$ cat src/rtl/flu_wb_arbiter.sv
// Buffered round-robin writeback merge for the FLU result port: one FIFO per
// producer, one scoreboard write per cycle, no output backpressure.
package flu_wb_pkg;
    localparam int unsigned XLEN          = 64;
    localparam int unsigned TRANS_ID_BITS = 3;

    typedef struct packed {
        logic [XLEN-1:0] cause;
        logic [XLEN-1:0] tval;
        logic            valid;
    } exception_t;
endpackage

module flu_wb_arbiter #(
    parameter int unsigned NrSrc     = 4,
    parameter int unsigned Depth     = 2,
    parameter int unsigned DataWidth = flu_wb_pkg::XLEN,
    parameter int unsigned IdWidth   = flu_wb_pkg::TRANS_ID_BITS
) (
    input  logic                                    clk_i,
    input  logic                                    rst_ni,
    input  logic                                    clr_i,
    input  logic                                    flush_i,
    input  logic [NrSrc-1:0]                        src_valid_i,
    output logic [NrSrc-1:0]                        src_ready_o,
    input  logic [NrSrc-1:0][DataWidth-1:0]         src_result_i,
    input  logic [NrSrc-1:0][IdWidth-1:0]           src_trans_id_i,
    input  flu_wb_pkg::exception_t [NrSrc-1:0]      src_exception_i,
    output logic                                    wb_valid_o,
    output logic [DataWidth-1:0]                    wb_result_o,
    output logic [IdWidth-1:0]                      wb_trans_id_o,
    output flu_wb_pkg::exception_t                  wb_exception_o,
    output logic [$clog2(NrSrc)-1:0]                wb_src_o,
    output logic [NrSrc-1:0][$clog2(Depth+1)-1:0]   occupancy_o
);
    localparam int unsigned SrcW = $clog2(NrSrc);
    localparam int unsigned PtrW = (Depth > 1) ? $clog2(Depth) : 1;
    localparam int unsigned CntW = $clog2(Depth + 1);

    typedef struct packed {
        logic [DataWidth-1:0]   result;
        logic [IdWidth-1:0]     trans_id;
        flu_wb_pkg::exception_t exception;
    } entry_t;

    entry_t           mem_q  [NrSrc][Depth];
    logic [PtrW-1:0]  rptr_q [NrSrc];
    logic [PtrW-1:0]  wptr_q [NrSrc];
    logic [CntW-1:0]  cnt_q  [NrSrc];
    logic [SrcW-1:0]  last_q;

    logic [NrSrc-1:0] empty, full, push, pop;
    logic [SrcW-1:0]  grant, cand;
    logic             any_req, clear;
    entry_t           head;

    function automatic logic [PtrW-1:0] ptr_inc(input logic [PtrW-1:0] p);
        return (p == PtrW'(Depth - 1)) ? '0 : p + 1'b1;
    endfunction

    assign clear       = clr_i | flush_i;
    assign src_ready_o = ~full;
    assign push        = src_valid_i & ~full & {NrSrc{~clear}};

    always_comb begin
        empty = '0;
        full  = '0;
        for (int unsigned i = 0; i < NrSrc; i++) begin
            empty[i]       = (cnt_q[i] == '0);
            full[i]        = (cnt_q[i] == CntW'(Depth));
            occupancy_o[i] = cnt_q[i];
        end
    end

    // Scan last+1 .. last+NrSrc (mod NrSrc); the first non-empty channel wins.
    always_comb begin
        grant   = '0;
        cand    = '0;
        any_req = 1'b0;
        pop     = '0;
        for (int unsigned k = 1; k <= NrSrc; k++) begin
            cand = SrcW'((32'(last_q) + k) % NrSrc);
            if (!any_req && !empty[cand]) begin
                any_req = 1'b1;
                grant   = cand;
            end
        end
        pop[grant] = any_req;
    end

    always_comb begin
        head           = mem_q[grant][rptr_q[grant]];
        wb_valid_o     = any_req;
        wb_result_o    = any_req ? head.result    : '0;
        wb_trans_id_o  = any_req ? head.trans_id  : '0;
        wb_exception_o = any_req ? head.exception : '0;
        wb_src_o       = any_req ? grant          : '0;
    end

    always_ff @(posedge clk_i) begin
        for (int unsigned i = 0; i < NrSrc; i++) begin
            if (push[i]) begin
                mem_q[i][wptr_q[i]] <= '{result:    src_result_i[i],
                                         trans_id:  src_trans_id_i[i],
                                         exception: src_exception_i[i]};
            end
        end
    end

    always_ff @(posedge clk_i or negedge rst_ni) begin
        if (!rst_ni) begin
            for (int unsigned i = 0; i < NrSrc; i++) begin
                rptr_q[i] <= '0;
                wptr_q[i] <= '0;
                cnt_q[i]  <= '0;
            end
            last_q <= SrcW'(NrSrc - 1);
        end else if (clear) begin
            for (int unsigned i = 0; i < NrSrc; i++) begin
                rptr_q[i] <= '0;
                wptr_q[i] <= '0;
                cnt_q[i]  <= '0;
            end
            last_q <= SrcW'(NrSrc - 1);
        end else begin
            for (int unsigned i = 0; i < NrSrc; i++) begin
                if (push[i]) wptr_q[i] <= ptr_inc(wptr_q[i]);
                if (pop[i])  rptr_q[i] <= ptr_inc(rptr_q[i]);
                case ({push[i], pop[i]})
                    2'b10:   cnt_q[i] <= cnt_q[i] + 1'b1;
                    2'b01:   cnt_q[i] <= cnt_q[i] - 1'b1;
                    default: cnt_q[i] <= cnt_q[i];
                endcase
            end
            if (any_req) last_q <= grant;
        end
    end

    assert property (@(posedge clk_i) disable iff (!rst_ni)
                     (src_valid_i & ~src_ready_o) == '0);

endmodule

$ cat config.mk
export PLATFORM = sky130hd
export DESIGN_NAME = flu_wb_arbiter
export DESIGN_NICKNAME = d
export VERILOG_FILES = /design/src/rtl/flu_wb_arbiter.sv
export SDC_FILE = /design/constraint.sdc
export NUM_CORES = 2
export LEC_CHECK = 0
export CAP_MARGIN = 20
export CORE_AREA = 2 2 392 394
export CTS_CLUSTER_DIAMETER = 40
export DETAILED_ROUTE_END_ITERATION = 6
export DIE_AREA = 0 0 394 396
export PLACE_DENSITY = 0.71
export SLEW_MARGIN = 40
export SYNTH_ARGS = -nofsm -noshare
export SYNTH_HDL_FRONTEND = slang
export SYNTH_SLANG_ARGS = --single-unit
$ cat constraint.sdc
create_clock -name clk_i -period 20.2 [get_ports clk_i]
set_input_delay 3.03 -clock clk_i [delete_from_list [all_inputs] [get_ports clk_i]]
set_output_delay 3.03 -clock clk_i [all_outputs]
set_load 0.03 [all_outputs]
==> summary.md <==
| Metric | Value |
|---|---|
| Initial DRC count | 2807 |
| Worst-path maximum fanout | 118 |
| Die Area | 156000 µm² |
| Area contributors post-synth | edfxtp_1 (75%), mux2_2 (7.0%), mux2i_1 (6.3%), o211ai_1 (4.7%), nand2_1 (2.4%) |
| Register area | 47600 µm² |
| PortBufs | 1002 |
| Final Util | 54.5% |
| Slew headroom | 36.6% |
| Hold buffers post-CTS | 0 |
| Post-CTS setup buffer count | 0 |
| Syn-to-layout area delta | 31.1% |
| Gr ovfl total | 0 |
| Placer Congestion | 0.908 |
| Multi-input logic area | 14400 µm² |
| Post-DRT Antenna Nets | 0 |
| Syn_nets | 4495 |
| Avg Cell Area, Syn | 17.0 µm² |
| Max-cap viol count | 0 |
| Clk_lat worst skew | 0.84 ns |
| Pleak | 25.6 nW |
| Commonest non-fill, non-tap cell in the layout | edfxtp_1 |
| H-Tree Depth | 4 |
| CP Capture Type | output port |
| # rows | 143 |
| Root buf cell | clkbuf_16 |
| Final period utilization | 46.5% |
| Post-route insts no fill | 7018 |
| CTS buffer count | 201 |
| Finish-stage setup viols | 0 |
| Worst Skew | 0.0604 ns |
| Slowest CP cell | clkdlybuf4s50_1 |
| Fin. max-slew vios | 0 |
| Final WS setup | 10.80 ns |
| Dpl ws | 11.26 ns |
| Routed len/inst | 27.4 µm |
| Die X | 394 µm |
| Tightest Hold Check Type | reg -> reg |
| Clk buf depth | 3 |
| CTS tree | done |
| Crit path required time | 17.17 ns |
| #FFs+latches synth | 1586 |
| Post-DP HPWL | 129000 µm |
| Core area | 152000 µm² |
| CP most frequent cell | buf_6 |
| Vias in the first global route | 38.6k |
| Reg clk slew, reported paths | 0.06 ns |
| Routed WL | 192000 µm |
| Layout cells sized above 1 | 16.7% |
| First-pass GRT wire length | 268000 µm |
| IR drop worst, VDD | 76.3 µV |
| # DRC | 0 |
| Crit-path cells | o21ai_0, o221ai_1, nand3_2, inv_8, buf_6, buf_6, buf_6, buf_6, o211ai_1, a21oi_1, clkdlybuf4s50_1 |
| Setup_tns | 0 ns |
| Via count | 38.4k |
| DRT Pass-1 Iters | 5 |
| Yosys top cell by area | edfxtp_1 |
| Final instance area | 82500 µm² |
| Total Power | 9.25 mW |
| Peak Freq | 0.106 GHz |
| Mapped cell area | 63000 µm² |
| Min Clock Period, post-route | 9.40 ns |
| CTS-repair resized insts | 0 |
| Boundary pin count | 1003 |
| PwrDens | 112 nW/µm² |
| Largest net degree at the start of global routing | 119 |
| Distinct cells, synth | 37 |
| Hold Violations, Final | 0 |
| Pin slew with the least headroom to its limit | 0.924 ns |
| Fillers | 11.9k |
| Final nets | 5526 |
| Sequential area share after synthesis | 75.5% |
| Synth Instances | 3703 |
| Ys Warns | 0 |
| Post-synth EDFFs | 1568 |
| Top cell type's share of synthesized area | 74.8% |
| Crit Path Category | reg -> out |
| Initial antenna violation count | 95 |
| Commonest non-fill, non-tap cells in the layout | edfxtp_1 (1568), clkdlybuf4s50_1 (1001), nand2_1 (403) |
| Asr flop ratio synth | 1.13% |
| Die height | 396 µm |
| Outcome | complete, no violations |
| Cell area after placement | 75300 µm² |
| Slowest stage delay, CP | 0.71 ns |
| Sink Count | 1586 |
| Critical Path Start Type | flop |
| GRT Total Usage | 23.8% |
| Worst hold margin | 0.584 ns |
| Predominant post-synthesis flop cell | edfxtp_1 |
| # placed instances | 6557 |
| Initial Util | 41.5% |
| RSZ-0062 raised after global routing | no |
| Vias/cell | 5.48 |
| Crit path DAT | 6.37 ns |
-- power breakdown --
group,internal (mW),switching [mW]
sequential,3.70,0.0288
combinational,0.694,1.20
clock,2.18,1.45
total,6.57,2.68
-- final timing paths --
check                                           startpoint  slack, ns  cells after the start                    endpoint
min in group asynchronous                           rst_ni       2.15                      1       wptr_q[0]$_DFFE_PN0P_
worst max-delay path                 last_q[1]$_DFFE_PN1P_      10.80                     11          wb_exception_o[74]
worst max register to register       last_q[1]$_DFFE_PN1P_      16.46                      9  occupancy_o[5]$_DFFE_PN0P_
worst min-delay path            occupancy_o[5]$_DFFE_PN0P_       0.58                      1  occupancy_o[5]$_DFFE_PN0P_
worst min register to register  occupancy_o[5]$_DFFE_PN0P_       0.58                      1  occupancy_o[5]$_DFFE_PN0P_
max in group asynchronous                           rst_ni      17.67                      1       rptr_q[2]$_DFFE_PN0P_
-- registers in the layout (all words and copies together) (netlist names) --
register / count
mem_q: 1568
occupancy_o: 8
rptr_q: 4
wptr_q: 4
last_q: 2
-- synth_stat cells, types with 4 or more instances --
| cell type | instances |
|---|---|
| nand2b_1 | 5 |
| buf_2 | 79 |
| xnor2_1 | 10 |
| clkbuf_1 | 163 |
| mux2i_1 | 395 |
| inv_1 | 5 |
| mux2_2 | 393 |
| nor2_1 | 23 |
| nand2_1 | 403 |
| a21oi_1 | 203 |
| o211ai_1 | 393 |
| edfxtp_1 | 1568 |
| o21ai_0 | 4 |
| nor3_1 | 9 |
| dfrtp_1 | 16 |
-- area by class of cell --
class | instances | share of cell area (%)
inverters | 8 | 0.0546
multi-input cells | 1862 | 17.5
flip-flops and latches | 1586 | 57.6
clock inverters | 150 | 2.17
well taps | 2030 | 3.08
repair buffers | 1075 | 13.2
diodes | 83 | 0.252
clock buffers | 224 | 6.20
-- critical path: cells and delay by family, from the launching register on --
| family | cells | cell delay, ns |
|---|---|---|
| AOI/OAI and AO/OA | 4 | 0.84 |
| buffers and inverters | 6 | 3.57 |
| DFF | 1 | 0.62 |
| and+or+nand+nor | 1 | 0.23 |
-- cell families after synthesis --
logic type | Yosys count | share of synthesized area [%]
buffers and inverters | 255 | 1.69
XOR/XNOR | 13 | 0.181
flip-flops | 1586 | 75.5
AND/OR/NAND/NOR | 447 | 2.77
multiplexers | 788 | 13.3
AO/OA/AOI/OAI | 614 | 6.56
-- per-layer routing --
metal | GRT usage (%) | up-vias | part of all wire (%)
met2 | 38.9 | 1881 | 49
met3 | 6.46 | 502 | 8.3
li1 | - | 16700 | -
met1 | 28.0 | 19300 | 37
met4 | 14.5 | 30 | 6.0
met5 | 0 | - | 0.094
No activity file was read; power rests on OpenSTA's default activity.
